==> config.mk <==
export PLATFORM = sky130hd
export DESIGN_NAME = serial_link_delay_line
export DESIGN_NICKNAME = d
export VERILOG_FILES = /design/src/rtl/serial_link_delay_pkg.sv /design/src/rtl/serial_link_delay_lane.sv /design/src/rtl/serial_link_delay_line.sv
export SDC_FILE = /design/constraint.sdc
export NUM_CORES = 1
export LEC_CHECK = 0
export BUFFER_PORTS_ARGS = -buffer_cell sky130_fd_sc_hd__buf_2
export CORE_AREA = 2 2 212 214
export CTS_CLUSTER_DIAMETER = 30
export DETAILED_ROUTE_END_ITERATION = 8
export DIE_AREA = 0 0 214 216
export PLACE_DENSITY = 0.8
export SKIP_CTS_REPAIR_TIMING = 1
export SYNTH_ARGS = -nofsm -noshare
export SYNTH_HDL_FRONTEND = slang
export SYNTH_SLANG_ARGS = --single-unit
==> constraint.sdc <==
create_clock -name clk_i -period 3.8 [get_ports clk_i]
set_input_delay 0.19 -clock clk_i [delete_from_list [all_inputs] [get_ports clk_i]]
set_output_delay 0.19 -clock clk_i [all_outputs]
set_load 0.02 [all_outputs]
==> src/rtl/serial_link_delay_pkg.sv <==
// Shared types and helpers for the serial link delay line.
//   delay_state_e : per-lane fill/run state
//   ptr_w()       : width of a circular-buffer pointer for a given depth
package serial_link_delay_pkg;

  typedef enum logic {
    FILL = 1'b0,
    RUN  = 1'b1
  } delay_state_e;

  // A depth-1 buffer still needs a 1-bit pointer.
  function automatic int ptr_w(input int max_delay);
    return (max_delay > 1) ? $clog2(max_delay) : 1;
  endfunction

endpackage

==> src/rtl/serial_link_delay_lane.sv <==
// One lane of the delay line: circular history buffer, write pointer,
// fill/run FSM and delay clamp.
//
// state | meaning
// ------+-------------------------------------------------------------
// FILL  | history not yet deep enough; outputs DefaultValue, valid 0
// RUN   | outputs {valid, data} read from the buffer d cycles back
//
// Ports:
//   clk_i, rst_i  : clock, synchronous active-high reset
//   cfg_delay_i   : requested delay, clamped to MaxDelay when latched
//   cfg_update_i  : strobe latching cfg_delay_i and restarting FILL
//   data_i/valid_i: lane input, written every cycle
//   data_o/valid_o: delayed output (bypass when d == 0)
//   run_o         : lane in RUN (only with SERIAL_LINK_DELAY_READY_EN)
module serial_link_delay_lane
  import serial_link_delay_pkg::*;
#(
  parameter int                   DataWidth    = 8,
  parameter int                   MaxDelay     = 16,
  parameter int                   InitDelay    = 0,
  parameter logic [DataWidth-1:0] DefaultValue = '0
) (
  input  logic                           clk_i,
  input  logic                           rst_i,
  input  logic [$clog2(MaxDelay+1)-1:0]  cfg_delay_i,
  input  logic                           cfg_update_i,
  input  logic [DataWidth-1:0]           data_i,
  input  logic                           valid_i,
  output logic [DataWidth-1:0]           data_o,
  output logic                           valid_o
`ifdef SERIAL_LINK_DELAY_READY_EN
  ,
  output logic                           run_o
`endif
);

  localparam int DW = $clog2(MaxDelay + 1);
  localparam int PW = ptr_w(MaxDelay);
  localparam logic [DW-1:0]   MaxD = DW'(MaxDelay);
  localparam logic [PW+1:0]   MaxW = (PW+2)'(MaxDelay);

  delay_state_e         state_q, eff_state;
  logic [DW-1:0]        d_q, fcnt_q, eff_d, eff_fcnt, cfg_clamped;
  logic [PW-1:0]        wr_ptr_q, rd_idx;
  logic [PW+1:0]        rd_sum;
  logic [DataWidth-1:0] mem_data [MaxDelay];
  logic [MaxDelay-1:0]  mem_valid;
  logic                 upd;

  assign upd         = cfg_update_i & ~rst_i;
  assign cfg_clamped = (cfg_delay_i > MaxD) ? MaxD : cfg_delay_i;

  // An update takes effect in its own cycle: that cycle already counts as
  // the first FILL cycle (fcnt = 0), so FILL lasts exactly d cycles and the
  // first RUN cycle shows the sample written alongside the update.
  always_comb begin
    eff_d     = d_q;
    eff_state = state_q;
    eff_fcnt  = fcnt_q;
    if (upd) begin
      eff_d     = cfg_clamped;
      eff_state = FILL;
      eff_fcnt  = '0;
    end
    if (eff_d == '0) eff_state = RUN;
  end

  // (wr_ptr - d) mod MaxDelay without a negative intermediate; d == MaxDelay
  // lands on wr_ptr, i.e. the oldest entry, read before it is overwritten.
  always_comb begin
    rd_sum = (PW+2)'(wr_ptr_q) + MaxW - (PW+2)'(eff_d);
    rd_idx = (rd_sum >= MaxW) ? PW'(rd_sum - MaxW) : PW'(rd_sum);
  end

  always_comb begin
    data_o  = DefaultValue;
    valid_o = 1'b0;
    if (eff_d == '0) begin
      data_o  = data_i;
      valid_o = valid_i;
    end else if (eff_state == RUN) begin
      data_o  = mem_data[rd_idx];
      valid_o = mem_valid[rd_idx];
    end
  end

`ifdef SERIAL_LINK_DELAY_READY_EN
  assign run_o = (eff_state == RUN);
`endif

  always_ff @(posedge clk_i) begin
    if (rst_i) begin
      state_q   <= FILL;
      d_q       <= DW'(InitDelay);
      fcnt_q    <= '0;
      wr_ptr_q  <= '0;
      mem_valid <= '0;
    end else begin
      mem_valid[wr_ptr_q] <= valid_i;
      wr_ptr_q <= (wr_ptr_q == PW'(MaxDelay - 1)) ? '0 : wr_ptr_q + 1'b1;
      d_q      <= eff_d;
      if (eff_state == FILL) begin
        fcnt_q  <= eff_fcnt + 1'b1;
        state_q <= (eff_fcnt == eff_d - 1'b1) ? RUN : FILL;
      end else begin
        fcnt_q  <= eff_fcnt;
        state_q <= RUN;
      end
    end
  end

  // Payload storage carries no reset; the stored valid bits guard it.
  always_ff @(posedge clk_i) begin
    mem_data[wr_ptr_q] <= data_i;
  end

endmodule

==> src/rtl/serial_link_delay_line.sv <==
// Multi-channel programmable delay line emulating per-lane skew and link
// latency in front of the serial link PHY model.
//
// Optional feature macro: SERIAL_LINK_DELAY_READY_EN adds registered
// ready_o, high the cycle after every lane is in RUN.
//
// Ports:
//   clk_i, rst_i  : clock, synchronous active-high reset
//   cfg_delay_i   : per-lane requested delay (0..MaxDelay, larger clamps)
//   cfg_update_i  : per-lane strobe latching cfg_delay_i
//   data_i/valid_i: per-lane input stream, one sample per cycle
//   data_o/valid_o: per-lane delayed stream, DefaultValue while filling
//   ready_o       : all lanes running (macro builds only)
module serial_link_delay_line
  import serial_link_delay_pkg::*;
#(
  parameter int                   NumChannels  = 4,
  parameter int                   DataWidth    = 8,
  parameter int                   MaxDelay     = 16,
  parameter int                   InitDelay    = 0,
  parameter logic [DataWidth-1:0] DefaultValue = '0
) (
  input  logic                                            clk_i,
  input  logic                                            rst_i,
  input  logic [NumChannels-1:0][$clog2(MaxDelay+1)-1:0]  cfg_delay_i,
  input  logic [NumChannels-1:0]                          cfg_update_i,
  input  logic [NumChannels-1:0][DataWidth-1:0]           data_i,
  input  logic [NumChannels-1:0]                          valid_i,
  output logic [NumChannels-1:0][DataWidth-1:0]           data_o,
  output logic [NumChannels-1:0]                          valid_o
`ifdef SERIAL_LINK_DELAY_READY_EN
  ,
  output logic                                            ready_o
`endif
);

`ifdef SERIAL_LINK_DELAY_READY_EN
  logic [NumChannels-1:0] lane_run;
`endif

  for (genvar c = 0; c < NumChannels; c++) begin : g_lane
    serial_link_delay_lane #(
      .DataWidth   (DataWidth),
      .MaxDelay    (MaxDelay),
      .InitDelay   (InitDelay),
      .DefaultValue(DefaultValue)
    ) u_lane (
      .clk_i       (clk_i),
      .rst_i       (rst_i),
      .cfg_delay_i (cfg_delay_i[c]),
      .cfg_update_i(cfg_update_i[c]),
      .data_i      (data_i[c]),
      .valid_i     (valid_i[c]),
      .data_o      (data_o[c]),
      .valid_o     (valid_o[c])
`ifdef SERIAL_LINK_DELAY_READY_EN
      ,
      .run_o       (lane_run[c])
`endif
    );
  end

`ifdef SERIAL_LINK_DELAY_READY_EN
  always_ff @(posedge clk_i) begin
    if (rst_i) ready_o <= 1'b0;
    else       ready_o <= &lane_run;
  end
`endif

endmodule

### Word-level counts from Yosys, hierarchy flattened

Memory sizes are Yosys's and may differ from the RTL's.
Index checks and enable logic that the tools add are counted.
Widths: inputs -> output; s select.

* muxes and demuxes: 72
* order comparisons: 20
* add/subtract/negate cells: 24
* reduce and logical (&&, ||, !) cells: 12
* equal/unequal tests: 8
* bitwise logic cells: 5

Operators by type and width (count)
* $mux 5: 16
* $bwmux 16: 4
* $mux 8: 8
* $lt 4x5->1 const B: 8
* $mux 1: 32
* $add 4x5->6 const B: 4
* $ge 6x5->1 const B: 4
* $sub 6x5->6: 4
* $add 5x1->5 const B: 4
* $eq 5x5->1: 4
* $gt 5x5->1 const B: 4
* $logic_not 5->1: 4
* $sub 5x1->5 const B: 4
* $add 4x1->4 const B: 4
* $bmux 1 s4: 4
* $demux 1 s4: 4
* $eq 4x4->1 const B: 4
* $ge 4x1->1 const B: 4
* $mux 4: 4
* $sub 4x1->4 const B: 4
* $reduce_or 2->1: 4
* $and 1x1->1: 4
* $logic_and 1x1->1: 4
* $not 1->1: 1

* bits in registers: 124
* output and inout bits: 36
* bits of input ports: 62
* word-level logic and storage cells: 165
* memories: 4
* bits in writable memories: 512

Memory list
* g_lane[0].u_lane.mem_data: depth 16, bits a word 8, read ports 1, clocked after memory_dff 0, write ports 1, line serial_link_delay_lane.sv:47 `logic [DataWidth-1:0] mem_data [MaxDelay];`
* g_lane[1].u_lane.mem_data: depth 16, bits a word 8, read ports 1, clocked after memory_dff 0, write ports 1, line serial_link_delay_lane.sv:47
* g_lane[2].u_lane.mem_data: depth 16, bits a word 8, read ports 1, clocked after memory_dff 0, write ports 1, line serial_link_delay_lane.sv:47
* g_lane[3].u_lane.mem_data: depth 16, bits a word 8, read ports 1, clocked after memory_dff 0, write ports 1, line serial_link_delay_lane.sv:47

### Logic depth before layout (Yosys ltp)

* depth in word-level cells: 10
* gate-level depth with buffers: 13
* depth with buffers taken out: 10

### Hierarchy

A second synthesis with hierarchy kept.

* cells, all modules: 1602
* area, all modules: 27168.6 um^2

Modules (own cells, without submodules)
* serial_link_delay_lane at g_lane[0].u_lane ...: area an instance 6770.2 um^2, cells an instance 396, instances 2, sequential area each 4464.3 um^2
* serial_link_delay_lane at g_lane[3].u_lane: area an instance 6825.3 um^2, cells an instance 407, instances 1, sequential area each 4464.3 um^2
* serial_link_delay_lane at g_lane[2].u_lane: area an instance 6802.8 um^2, cells an instance 403, instances 1, sequential area each 4464.3 um^2

### Worst setup path before layout

Ideal clock, no wire load.

* path kind: input to output
* start point: input port rst_i
* end point: output port valid_o[2]
* data arrival time: 3.277 ns
* buffers on the path: 4
* stages: 13
* required time: 3.610 ns
* slack: 0.333 ns
* cells stage by stage: buf_4 -> nor2b_1 -> mux2i_1 -> inv_1 -> ha_1 -> fa_1 -> clkbuf_1 -> clkbuf_1 -> mux4_2 -> mux2i_1 -> mux2i_1 -> a22o_1 -> buf_4

* longest elaborated chain between the ends: 10
* elaborated cells between the ends (all ways): 14
* those cells by class: add/sub (2); order compare (1); mux (8); bitwise (2); reduce/logical (1)

Ends and longest elaborated chain
* start, declared: line serial_link_delay_line.sv:24 `input logic rst_i,`
* $not 1->1 *: line serial_link_delay_lane.sv:51 `assign upd = cfg_update_i & ~rst_i;`
* $and 1x1->1 *: line serial_link_delay_lane.sv:51
* $mux 5: line serial_link_delay_lane.sv:61 `if (upd) begin`
* $sub 6x5->6: line serial_link_delay_lane.sv:72 `rd_sum = (PW+2)'(wr_ptr_q) + MaxW - (PW+2)'(eff_d);`
* $ge 6x5->1 / $sub 4x1->4 (equally long branches): line serial_link_delay_lane.sv:73 `rd_idx = (rd_sum >= MaxW) ? PW'(rd_sum - MaxW) : PW'(rd_sum);`
* $mux 4: line serial_link_delay_lane.sv:73
* $bmux 1 s4: line serial_link_delay_lane.sv:84 `valid_o = mem_valid[rd_idx];`
* $mux 1 (implied by the code): line serial_link_delay_lane.sv:84
* $mux 1: line serial_link_delay_lane.sv:82 `end else if (eff_state == RUN) begin`
* $mux 1 *: line serial_link_delay_lane.sv:79 `if (eff_d == '0) begin`
* end, declared: line serial_link_delay_line.sv:30 `output logic [NumChannels-1:0] valid_o`

Every way passes the cells marked *; elsewhere a longest branch is shown, timed or not. The select of a mux whose other input is x is not followed.

### Worst setup path after layout

* start point: register g_lane[1].u_lane.d_q[0]
* end point: output port valid_o[1]

* longest elaborated chain between the ends: 8
* elaborated cells between the ends (all ways): 11
* those cells by class: add/sub (2); order compare (1); mux (7); reduce/logical (1)

Ends and longest elaborated chain
* start, declared: line serial_link_delay_lane.sv:44 `logic [DW-1:0] d_q, fcnt_q, eff_d, eff_fcnt, cfg_clamped;`
* start signal, assigned: line serial_link_delay_lane.sv:95 `d_q <= DW'(InitDelay);`
* $mux 5 *: line serial_link_delay_lane.sv:61
* $sub 6x5->6: line serial_link_delay_lane.sv:72
* $ge 6x5->1 / $sub 4x1->4 (equally long branches): line serial_link_delay_lane.sv:73
* $mux 4: line serial_link_delay_lane.sv:73
* $bmux 1 s4: line serial_link_delay_lane.sv:84
* $mux 1 (implied by the code): line serial_link_delay_lane.sv:84
* $mux 1: line serial_link_delay_lane.sv:82
* $mux 1 *: line serial_link_delay_lane.sv:79

Marks and branches as above.

==> results.json <==
{
  "endpoint": "valid_o[1]",
  "worstPathArrival_ns": 3.50,
  "reg2reg_from": "g_lane[0].u_lane.d_q[1]$_SDFF_PP0_",
  "power_density_nw_per_um2": 615.2,
  "ys_warn_count": 0,
  "hold_violations": 0,
  "startpoint": "g_lane[1].u_lane.d_q[0]$_SDFF_PP0_",
  "cts_buffer_depth": 3,
  "core_region_area_um2": 43840,
  "whs_ns": 0.01154,
  "finish.utilization_pct": 73.80,
  "finalSetupTns_ns": 0,
  "antenna_found_initial": 1,
  "fmax_ghz": 0.2712,
  "synth_edf_count": 512,
  "grt_max_degree": 59,
  "tightest_slew_ns": 1.026,
  "worstSkewPairLatency_ns": 0.65,
  "path_max_fanout": 13,
  "leakagePower_nw": 11.72,
  "via_count": 15050,
  "ant_nets": 0,
  "syn2layout_area_growth_pct": 20.05,
  "drt_iter0_drc": 1524,
  "start_kind": "register",
  "grt_pass1_wl_mm": 89.34,
  "ys_ff_latch": 636,
  "syn_inst": 1588,
  "yosysSeqAreaShare_pct": 66.27,
  "power_mw": 19.90,
  "synth_top_area_share_pct": 57.06,
  "firstDrtPassIters": 5,
  "ys.flop_type": "edfxtp_1",
  "fp-row-count": 77,
  "skew_ns": 0.01621,
  "final_max_slew_viol_count": 0,
  "grt.overflow.total": 0,
  "portBuffers": 97,
  "r2r_end": "g_lane[0].u_lane.fcnt_q[3]$_SDFF_PP0_",
  "cp-end-kind": "output pin",
  "wl_mm": 58.34,
  "cts.sinks": 636,
  "drv_cap": 0,
  "pin_count": 98,
  "avgViaCountPerCell": 6.077,
  "finalCritPeriodShare_pct": 97.04,
  "r2r_slack_ns": 1.86,
  "min-delay-path-class": "in -> reg",
  "grt_pass1_vias": 15440,
  "syn_area_um2": 26950,
  "async_reset_ff_share_pct": 0,
  "finalCriticalPeriod_ns": 3.687,
  "worstRegToRegCells": 7,
  "cts_tree": "built",
  "start_util_pct": 61.47,
  "outcome": "completed",
  "synth.area.top_cells": "edfxtp_1 (57%), mux4_2 (12%), dfxtp_1 (9.2%)",
  "die_y_um": 216,
  "nets": 1884,
  "post_drt_wl_per_cell_um": 23.56,
  "min_from": "valid_i[3]",
  "ys_types": 68,
  "drive_above_1_share_pct": 26.93,
  "required_ns": 3.61,
  "syn_nets": 1686,
  "cts_root_buf": "clkbuf_16",
  "track_usage_pct": 25.51,
  "drc": 0,
  "htree_levels": 3,
  "slew_headroom_pct": 31.32,
  "clk_pin_slew_ns": 0.06,
  "synth_area_per_cell_um2": 16.97,
  "yosysTopAreaCell": "edfxtp_1",
  "crit_type": "reg -> out",
  "die_area_um2": 46220,
  "chipWidth_um": 214,
  "cts_made_buffers": 112,
  "rsz0062_at_grt": "no",
  "vdd_drop_max_v": 0.0004795,
  "gp_congestion": 0.8459,
  "place_hpwl_mm": 33.37,
  "setup_viol": 0
}
[layout by cell type (no fill, tap or decap), drive strengths merged, types with 9 or more instances in the layout]
cell	count
a21oi	34
ha	32
mux4	144
nand3	9
edfxtp	512
and2	57
clkinvlp	17
bufinv	11
dfxtp	124
nor2	128
a22o	37
clkinv	37
and3	19
clkbuf	129
nor3	9
mux2i	183
xnor2	30
buf	133
inv	44
dlygate4sd3	37
xor2	18
nand2	24
nor2b	21
o21ai	17
nand4	9
[stage by stage]
step / instance area (um^2) / cells / setup slack [ns]
finish: 32350 / 2476 / 0.1126
global route: 32350 / 2476 / 0.002662
CTS: 31930 / 2438 / -0.03147
detailed placement: 28160 / 2227 / 0.2175
global placement: 28160 / 2227 / 0.2900
floorplan: 26950 / 1588 / 0.3326
[worst max-delay path: stages (launching register included)]
cell     delay [ns]
dfxtp_1        0.34
mux2i_4        0.21
inv_1          0.13
ha_4           0.18
fa_2           0.57
buf_6          0.19
mux4_2         0.52
mux2i_1        0.22
mux2i_1        0.12
a22o_1         0.23
buf_2          0.16
[kinds of logic after synthesis]
logic type | Yosys count | share of synthesized area, %
compound gates | 121 | 3.264
xor+xnor | 48 | 1.992
fa+ha+maj | 36 | 1.783
buf+inv | 113 | 1.816
flops | 636 | 66.27
mux | 330 | 19.02
simple gates | 304 | 5.855
[per-layer routing]
| metal | part of all wire (%) | vias to the layer above | global-route usage (%) |
|---|---|---|---|
| met5 | 0 | - | 0 |
| met4 | 2.5 | 0 | 8.531 |
| met3 | 7.3 | 128 | 5.793 |
| met2 | 50 | 663 | 42.24 |
| met1 | 40 | 7615 | 33.77 |
| li1 | - | 6641 | - |
[cell usage after synthesis, types with 19 or more instances]
cell and number:
and2_1 57, a22o_1 37, edfxtp_1 512, mux4_2 144, nand2_1 24, dfxtp_1 124
buf_2 25, xnor2_1 26, clkbuf_1 52, a21oi_1 29, mux2i_1 181, nor2b_1 20
inv_1 26, nor2_1 127, ha_1 32, and3_1 19
[layout make-up]
type,count,area [um^2]
Sequential cell,636,17860
Fill cell,2542,11490
Multi-Input combinational cell,839,8647
Clock buffer,129,2898
Timing Repair Buffer,170,1224
Clock inverter,82,879.6
Tap cell,592,740.7
Inverter,27,101.3
Antenna cell,1,2.502
[report_power, final]
group,total [mW],switching (mW),internal [mW]
Clock,9.81,3.53,6.29
Sequential,7.79,0.0745,7.72
Combinational,2.29,1.27,1.02
[flip-flops by register name (all words and copies together), names as in the netlist]
name	cells
g_lane.u_lane.state_q	4
g_lane.u_lane.mem_valid	64
g_lane.u_lane.d_q	20
g_lane.u_lane.fcnt_q	20
g_lane.u_lane.wr_ptr_q	16
g_lane.u_lane.mem_data	512
[how the worst min path moves through the flow]
stage                                                       end  depth (start not counted)
finish              g_lane[3].u_lane.mem_valid[15]$_SDFFE_PP0P_                          3
CTS                       g_lane[3].u_lane.fcnt_q[3]$_SDFF_PP0_                          2
detailed placement   g_lane[3].u_lane.mem_valid[2]$_SDFFE_PP0P_                          2
global placement    g_lane[0].u_lane.mem_valid[13]$_SDFFE_PP0P_                          2
global route         g_lane[3].u_lane.mem_valid[0]$_SDFFE_PP0P_                          3
floorplan                 g_lane[3].u_lane.fcnt_q[3]$_SDFF_PP0_                          1
No activity file was read; power rests on OpenSTA's default activity.
